--- src/rtl/reduction_mux_sched.sv ---
// Pair scheduler for the sparse reduction mux: walks a nonzero mask two set bits per beat.
// Optional perf counters (perf_beats, perf_stalls) are built when REDUCTION_MUX_SCHED_PERF_EN is defined.
module reduction_mux_sched #(
  parameter int NUM_IN = 4,
  parameter int SEL_IN = 2
) (
  input  logic                  clk,
  input  logic                  rst_n,
  input  logic                  mask_valid,
  output logic                  mask_ready,
  input  logic [NUM_IN-1:0]     mask,
  output logic                  sel_valid,
  input  logic                  sel_ready,
  output logic [2*SEL_IN-1:0]   sel,
  output logic [1:0]            pair_vld,
  output logic                  sel_last
`ifdef REDUCTION_MUX_SCHED_PERF_EN
  ,
  output logic [31:0]           perf_beats,
  output logic [31:0]           perf_stalls
`endif
);

  typedef enum logic {IDLE, RUN} state_t;

  localparam logic [NUM_IN-1:0] ONE = NUM_IN'(1);

  state_t              state_reg, state_next;
  logic [NUM_IN-1:0]   residual_reg, residual_next;
  logic [NUM_IN-1:0]   issued_reg, issued_next;
  logic                sel_valid_reg, sel_valid_next;
  logic [2*SEL_IN-1:0] sel_reg, sel_next;
  logic [1:0]          pair_vld_reg, pair_vld_next;
  logic                sel_last_reg, sel_last_next;

  logic [NUM_IN-1:0]   src;
  logic [NUM_IN-1:0]   low1, rest1, low2, rest2;
  logic [SEL_IN-1:0]   right_idx, left_idx;
  logic                fire;

  // The pair to present next comes from the incoming mask in IDLE, or from
  // whatever is left once the currently presented pair has been issued.
  assign src   = (state_reg == IDLE) ? mask : (residual_reg & ~issued_reg);
  assign low1  = src & (~src + ONE);
  assign rest1 = src & ~low1;
  assign low2  = rest1 & (~rest1 + ONE);
  assign rest2 = rest1 & ~low2;
  assign fire  = sel_valid_reg & sel_ready;

  genvar gi;
  generate
    for (gi = 0; gi < SEL_IN; gi++) begin : g_enc
      logic [NUM_IN-1:0] pos_mask;
      always_comb begin
        pos_mask = '0;
        for (int i = 0; i < NUM_IN; i++) begin
          pos_mask[i] = ((i >> gi) & 1) != 0;
        end
      end
      // One-hot to binary: index bit gi is set when the hot position has bit gi set.
      assign right_idx[gi] = |(low1 & pos_mask);
      assign left_idx[gi]  = |(low2 & pos_mask);
    end
  endgenerate

  always_comb begin
    state_next     = state_reg;
    residual_next  = residual_reg;
    issued_next    = issued_reg;
    sel_valid_next = sel_valid_reg;
    sel_next       = sel_reg;
    pair_vld_next  = pair_vld_reg;
    sel_last_next  = sel_last_reg;
    mask_ready     = 1'b0;

    case (state_reg)
      IDLE: begin
        mask_ready = 1'b1;
        if (mask_valid) begin
          state_next     = RUN;
          residual_next  = mask;
          issued_next    = low1 | low2;
          sel_valid_next = 1'b1;
          sel_next       = {left_idx, right_idx};
          pair_vld_next  = {|low2, |low1};
          sel_last_next  = (rest2 == '0);
        end
      end
      RUN: begin
        if (fire) begin
          if (sel_last_reg) begin
            state_next     = IDLE;
            residual_next  = '0;
            issued_next    = '0;
            sel_valid_next = 1'b0;
            sel_next       = '0;
            pair_vld_next  = 2'b00;
            sel_last_next  = 1'b0;
          end else begin
            residual_next  = src;
            issued_next    = low1 | low2;
            sel_next       = {left_idx, right_idx};
            pair_vld_next  = {|low2, |low1};
            sel_last_next  = (rest2 == '0);
          end
        end
      end
      default: begin
        state_next = IDLE;
      end
    endcase
  end

  always_ff @(posedge clk or negedge rst_n) begin
    if (!rst_n) begin
      state_reg     <= IDLE;
      residual_reg  <= '0;
      issued_reg    <= '0;
      sel_valid_reg <= 1'b0;
      sel_reg       <= '0;
      pair_vld_reg  <= 2'b00;
      sel_last_reg  <= 1'b0;
    end else begin
      state_reg     <= state_next;
      residual_reg  <= residual_next;
      issued_reg    <= issued_next;
      sel_valid_reg <= sel_valid_next;
      sel_reg       <= sel_next;
      pair_vld_reg  <= pair_vld_next;
      sel_last_reg  <= sel_last_next;
    end
  end

  assign sel_valid = sel_valid_reg;
  assign sel       = sel_reg;
  assign pair_vld  = pair_vld_reg;
  assign sel_last  = sel_last_reg;

`ifdef REDUCTION_MUX_SCHED_PERF_EN
  logic [31:0] perf_beats_reg, perf_stalls_reg;

  // Both counters saturate rather than wrap.
  always_ff @(posedge clk or negedge rst_n) begin
    if (!rst_n) begin
      perf_beats_reg  <= '0;
      perf_stalls_reg <= '0;
    end else begin
      if (fire && !(&perf_beats_reg)) begin
        perf_beats_reg <= perf_beats_reg + 32'd1;
      end
      if (sel_valid_reg && !sel_ready && !(&perf_stalls_reg)) begin
        perf_stalls_reg <= perf_stalls_reg + 32'd1;
      end
    end
  end

  assign perf_beats  = perf_beats_reg;
  assign perf_stalls = perf_stalls_reg;
`endif

endmodule

--- config.mk ---
export PLATFORM = sky130hd
export DESIGN_NAME = reduction_mux_sched
export DESIGN_NICKNAME = d
export VERILOG_FILES = /design/src/rtl/reduction_mux_sched.sv
export SDC_FILE = /design/constraint.sdc
export NUM_CORES = 1
export LEC_CHECK = 0
export BUFFER_PORTS_ARGS = -buffer_cell sky130_fd_sc_hd__buf_2
export CORE_MARGIN = 1
export CORE_UTILIZATION = 40
export DETAILED_ROUTE_END_ITERATION = 8
export HOLD_SLACK_MARGIN = 0.12
export PLACE_DENSITY = 0.62
export REMOVE_ABC_BUFFERS = 1
export SETUP_SLACK_MARGIN = 0.4
export SLEW_MARGIN = 20
export SYNTH_ARGS = -nofsm -noshare
export SYNTH_HDL_FRONTEND = slang
export SYNTH_SLANG_ARGS = --single-unit
--- constraint.sdc ---
create_clock -name clk -period 2.5 [get_ports clk]
set_clock_uncertainty 0.05 [all_clocks]
set_input_delay 0.25 -clock clk [delete_from_list [all_inputs] [get_ports clk]]
set_output_delay 0.25 -clock clk [all_outputs]
set_load 0.01 [all_outputs]
==> impl_metrics.yaml, run 1 <==
drt:
  ant_nets: 0
  vias: 770
  detailedRoute.firstIterationViolations: 12
  route.detailed.wl_per_inst_um: 14.2
  post-route-drc-count: 0
  detail_route.first_pass.iterations: 4
  via_per_inst: 5.58
  postRouteWirelength_mm: 1.96
timing:
  post-route-worst-setup-slack_ps: 600
  post-route-period-util_pct: 76.0
  grt_setup_unrepaired: "false"
  maxSlewViolCount: 0
  final-setup-viol-count: 0
  period_minus_slack_ps: 1900
  maxClockFrequency_mhz: 526
  timing_worst_slew_pin_value_ps: 541
  final_hold_viol_count: 0
  setup-tns-final_ps: 0
  timing.max_slew.rel_slack_pct: 63.9
cells_and_area:
  area_growth_syn_to_layout_pct: 12.9
  finalNetCount: 119
  antenna_cells_inserted: 0
  final_layout_size_suffix_gt1_share_pct: 26.4
clock_tree:
  clock_tree.htree_level_count: 1
  clockRootBuffer: "sky130_fd_sc_hd__clkbuf_4"
  post-cts-setup-buffers: 0
  clock_tree.buffer_depth: 2
  clkLatencyLatePin_ps: 300
  cts_tree: "yes"
  hold_buffers: 1
  post_cts_resized: 0
  clkSlewWorstSetupHoldPaths_ps: 120
  tritoncts.num_buffers: 3
  numClockSinks: 17
placement:
  detailedPlacementHpwl_mm: 1.39
  count_of_input_and_output_buffers: 16
  gpl.final_weighted_congestion: 0.766
  dp_worst_setup_slack_ps: 647
global_routing:
  grt.total_usage_pct: 18.0
  first_global_vias: 722
  grt_start_max_net_pins: 18
  gr-total-overflow: 0
  grt_pass1_wl_mm: 3.33
  antenna_found_initial: 0
synthesis:
  synth-seq-area-share_pct: 46.0
  netlist_top_cells_count: "17 x sky130_fd_sc_hd__dfrtp_1, 17 x sky130_fd_sc_hd__nand2_1, 9 x sky130_fd_sc_hd__o21ai_0"
  netlist.area_leader.share_pct: 46.0
  yosys_register_bits: 17
  edff_count_synth: 0
  post_synth_instance_area_um2: 925
  syn_inst: 93
  yosys_warnings: 0
  yosys-top-cells-area: "sky130_fd_sc_hd__dfrtp_1 46%, sky130_fd_sc_hd__nand2_1 6.9%, sky130_fd_sc_hd__o21ai_0 4.9%"
  dominantRegCellSynth: "sky130_fd_sc_hd__dfrtp_1"
  synth.avg_cell_area_um2: 9.94
  synth_top_area_cell: "sky130_fd_sc_hd__dfrtp_1"
  synth_cell_type_count: 34
  synthArstFlopShare_pct: 100
setup_path:
  cp_data_arrival_time_ps: 2080
  cp_max_stage_delay_ps: 520
  crit_path_end_kind: "flip-flop"
  timing.critical_path.required_ps: 2680
  crit_path_max_fanout: 12
  nature_of_the_critical_path_startpoint: "flip-flop"
  worst-setup-path-type: "flip-flop to flip-flop"
  crit_chain: "nor2b_1 > o21bai_4 > a21bo_2 > o31ai_1"
  critical_path.slowest_cell: "sky130_fd_sc_hd__dfrtp_1"
floorplan:
  floorplan.die_area_um2: 2510
  design.portCount: 17
  die_height_um: 50.1
  core_region_area_um2: 2190
  row_count: 17
  fp.dieW_um: 50.1
  initial_utilization_pct: 42.2
outcome:
  run_status: "finished clean"
hold_path:
  timing.hold.worst.class: "primary input to flip-flop"
pwr:
  power.total_w: 0.00137
  power.density_cell_area_nw_per_um2: 1310
  irDropWorstVdd_v: 0.000579
  leakagePower_nw: 0.474
job:
  max-cap-violations: 0
[worst max-delay path: cells and delay by family, from the launching register on]
kind / cells / cell delay, ps
flops: 1 / 520
simple gates: 1 / 490
compound gates: 3 / 750
[report_power, final]
part / internal [W] / switching [W]
registers: 0.000397 / 0.000112
logic: 0.000295 / 0.000412
clock network: 0.0000610 / 0.0000953
total: 0.000753 / 0.000619
[per-stage QoR]
stage | utilization, % | hold slack, ps | instance area (um2) | cells
floorplan | - | -95.6 | 881 | 88
global placement | 45.8 | 145 | 1000 | 133
detailed placement | 45.8 | 144 | 1000 | 133
CTS | 47.6 | 132 | 1040 | 138
global route | 47.6 | 143 | 1040 | 138
finish | 47.6 | 133 | 1040 | 138
[area by class of cell]
| class | count | area [um2] |
|---|---|---|
| Clock buffer | 3 | 22.5 |
| Clock inverter | 1 | 7.51 |
| Fill cell | 216 | 1150 |
| Inverter | 1 | 3.75 |
| Multi-Input combinational cell | 70 | 452 |
| Sequential cell | 17 | 425 |
| Tap cell | 28 | 35.0 |
| Timing Repair Buffer | 18 | 97.6 |
[cells in the final DEF, fill, tap and decap left out, drive strengths merged, types with 2 or more instances in the layout]
cell,count
buf,17
nand2,18
o31ai,3
o21bai,2
o21ai,10
nand3,2
clkbuf,3
a21oi,3
o211ai,2
nor2,3
dfrtp,17
nand2b,3
nand3b,2
nor2b,2
a22o,5
nor3,2
a31oi,2
[layer usage]
metal / share of wire [%] / vias to the layer above / global-route usage [%]
met5: 0 / - / 0
met4: 0.66 / 0 / 4.29
met3: 5.0 / 2 / 6.79
met2: 44 / 20 / 26.7
met1: 50 / 372 / 24.6
li1: - / 376 / -
[worst paths after layout]
path | start | end | slack [ps] | cells past startpoint
worst max-delay path | state_reg | sel[3] | 600 | 4
worst max register to register | state_reg | sel[3] | 600 | 4
worst min register to register | pair_vld[0] | pair_vld[0] | 440 | 2
min in group asynchronous | rst_n | sel[3] | 320 | 2
worst min-delay path | mask[1] | residual_reg[1] | 130 | 2
max in group asynchronous | rst_n | issued_reg[2] | 1800 | 2
[cell families after synthesis]
group                      Yosys count  synth area share, %
buffers and inverters                6                 5.14
DFF                                 17                 46.0
and+or+nand+nor                     33                 17.7
adders and majority gates            1                 1.08
xor gates and xnor gates             1                0.947
AOI/OAI and AO/OA                   35                 29.1
Note: power is estimated with default switching activity, not from simulation.
==> run 2, diff against run 1 <==
- ABC_AREA: not set -> 1
- clock period: 2.5 -> 2 ns (I/O delays scaled with it)
==> impl_metrics.yaml, run 2 <==
drt:
  post-route-drc-count: 0
  via_per_inst: 4.74
  dr_wl_met3_um: 37
  ant_nets: 0
  dr_wl_met2_um: 798
  topRoutingLayerUsed: "met4"
  postRouteWirelength_mm: 1.75
  vias: 740
  route.detailed.wl_per_inst_um: 11.2
  route.layer.met1.wl_um: 898
  detailedRoute.firstIterationViolations: 9
  detail_route.first_pass.iterations: 4
clock_tree:
  clkSlewWorstSetupHoldPaths_ps: 100
  clkLatencyLatePin_ps: 280
  numClockSinks: 17
  clock_tree.buffer_depth: 2
  cts_tree: "yes"
  post-cts-setup-buffers: 0
  tritoncts.num_buffers: 3
  clock_tree.htree_level_count: 1
  clockRootBuffer: "sky130_fd_sc_hd__clkbuf_4"
synthesis:
  synth.most_common_cell: "sky130_fd_sc_hd__nand2_1"
  edff_count_synth: 0
  syn_inst: 109
  post_synth_instance_area_um2: 857
  yosys_warnings: 0
  synth-seq-area-share_pct: 49.6
  netlist.area_leader.share_pct: 49.6
  synth_cell_type_count: 18
  netlist_top_cells_count: "41 x sky130_fd_sc_hd__nand2_1, 17 x sky130_fd_sc_hd__dfrtp_1, 12 x sky130_fd_sc_hd__inv_1"
  synthArstFlopShare_pct: 100
  synth.avg_cell_area_um2: 7.86
  yosys_register_bits: 17
  yosys-top-cells-area: "sky130_fd_sc_hd__dfrtp_1 50%, sky130_fd_sc_hd__nand2_1 18%, sky130_fd_sc_hd__nand3_1 5.3%"
  synth_top_area_cell: "sky130_fd_sc_hd__dfrtp_1"
  dominantRegCellSynth: "sky130_fd_sc_hd__dfrtp_1"
cells_and_area:
  final_cell_mix: "40 x sky130_fd_sc_hd__nand2_1, 16 x sky130_fd_sc_hd__buf_2, 16 x sky130_fd_sc_hd__dfrtp_1"
  antenna_cells_inserted: 0
  final_layout_size_suffix_gt1_share_pct: 24.0
  layout.cell_area.non_filler_um2: 1010
  fin_cells: 156
  area_growth_syn_to_layout_pct: 18.1
  final_common_cell: "sky130_fd_sc_hd__nand2_1"
  finish.utilization_pct: 51.1
  finalNetCount: 138
placement:
  detailedPlacementHpwl_mm: 1.32
  gpl.final_weighted_congestion: 0.819
  count_of_input_and_output_buffers: 16
  dp_cells: 151
  placed_cell_area_um2: 963
pwr:
  irDropWorstVdd_v: 0.000302
  leakagePower_nw: 0.573
  power.density_cell_area_nw_per_um2: 538
floorplan:
  row_count: 16
  initial_utilization_pct: 43.2
  design.portCount: 17
  die_height_um: 48.3
  floorplan.die_area_um2: 2330
  core_region_area_um2: 1980
  fp.dieW_um: 48.3
setup_path:
  r2r_slack_ps: 520
  crit_path_max_fanout: 10
  nature_of_the_critical_path_startpoint: "flip-flop"
  ff2ff_path_depth: 9
  cp_data_arrival_time_ps: 1660
  timing.critical_path.to: "sel[2]"
  timing.critical_path.required_ps: 2180
  r2r_end: "sel[2]"
  worstReg2RegStart: "state_reg"
  worst-setup-path-type: "flip-flop to flip-flop"
  crit_path_end_kind: "flip-flop"
  cp-startpoint: "state_reg"
global_routing:
  gr-total-overflow: 0
  antenna_found_initial: 0
  grt_pass1_wl_mm: 2.88
  first_global_vias: 633
  grt_start_max_net_pins: 18
  grt.total_usage_pct: 18.3
timing:
  setup-tns-final_ps: 0
  final-setup-viol-count: 0
  timing.max_slew.rel_slack_pct: 64.9
  worst_hold_margin_ps: 140
  maxClockFrequency_mhz: 678
  period_minus_slack_ps: 1480
  final_hold_viol_count: 0
  grt_setup_unrepaired: "false"
  timing_worst_slew_pin_value_ps: 523
  post-route-period-util_pct: 73.8
  maxSlewViolCount: 0
job:
  max-cap-violations: 0
hold_path:
  timing.hold.worst.class: "primary input to flip-flop"
  worst_hold_path.num_cells: 3
outcome:
  run_status: "finished clean"
run 2: cell count changes in the layout (fill, tap and decap cells not counted), moves of 2 or more:
cell                       before  now
sky130_fd_sc_hd__nand2_1       17   40
sky130_fd_sc_hd__nand2b_1       2    0
sky130_fd_sc_hd__a21oi_1        3    1
sky130_fd_sc_hd__nand3b_1       2    0
sky130_fd_sc_hd__o21ai_4        0    2
sky130_fd_sc_hd__nand3_1        2    9
sky130_fd_sc_hd__nor3_1         2    0
sky130_fd_sc_hd__a22o_1         5    0
sky130_fd_sc_hd__inv_1          0   11
sky130_fd_sc_hd__o211ai_1       2    0
sky130_fd_sc_hd__nor2_1         3    5
run 2: cell type report:
cell class	instances	area [um2]
clock buffers	3	22.5
clock inverters	1	5.00
fillers	184	970
inverters	14	55.1
multi-input cells	77	379
flip-flops and latches	17	427
well taps	27	33.8
repair buffers	17	90.1
run 2: routing by layer:
metal	up-vias	GRT usage (%)
li1	393	-
met1	336	25.7
met2	9	28.0
met3	2	3.33
met4	0	6.67
met5	-	0
run 2: cell families (layout without fill, tap and decap cells):
family / Yosys count / after routing / synth area share [%]
simple gates: 58 / 58 / 28.9
compound gates: 19 / 19 / 14.2
flops: 17 / 17 / 49.6
buf+inv: 15 / 35 / 7.30
run 2: repair_timing:
| action | 4_1_cts | 5_1_grt |
|---|---|---|
| gates resized for setup | 2 | 2 |
| setup endpoints to repair | 11 | 11 |
| hold buffers | 1 | 0 |
| hold endpoints to repair | 17 | 0 |
| cloned | 0 | 0 |
run 2: worst min-delay path by stage:
| stage | startpoint | endpoint | slack, ps |
|---|---|---|---|
| floorplan | rst_n | issued_reg[0] | -150 |
| global placement | rst_n | sel[3] | 90 |
| detailed placement | rst_n | sel[3] | 100 |
| CTS | mask[3] | residual_reg[3] | 140 |
| global route | mask[3] | residual_reg[3] | 150 |
| finish | mask[3] | residual_reg[3] | 140 |
run 2: power by group:
group	switching [W]	internal, W
Sequential	0	0.000343
Combinational	0.00000922	0.00000636
Clock	0.000111	0.0000742
Total	0.000121	0.000424
run 2: critical path: stages (launching register included):
cell and delay (ps):
sky130_fd_sc_hd__dfrtp_2 480, sky130_fd_sc_hd__inv_4 140, sky130_fd_sc_hd__nor2_1 60, sky130_fd_sc_hd__nor2_1 160
sky130_fd_sc_hd__inv_1 120, sky130_fd_sc_hd__nand2_1 150, sky130_fd_sc_hd__nand3_1 80, sky130_fd_sc_hd__nand2_1 70
sky130_fd_sc_hd__nand2_1 40, sky130_fd_sc_hd__nand2_1 60
run 2: metrics by stage:
step | setup slack (ps) | total power (W)
after floorplan | 531 | 0.000351
after global routing | 403 | 0.000575
final | 525 | 0.000545
after global placement | 383 | 0.000365
after CTS | 414 | 0.000555
after detailed placement | 283 | 0.000365
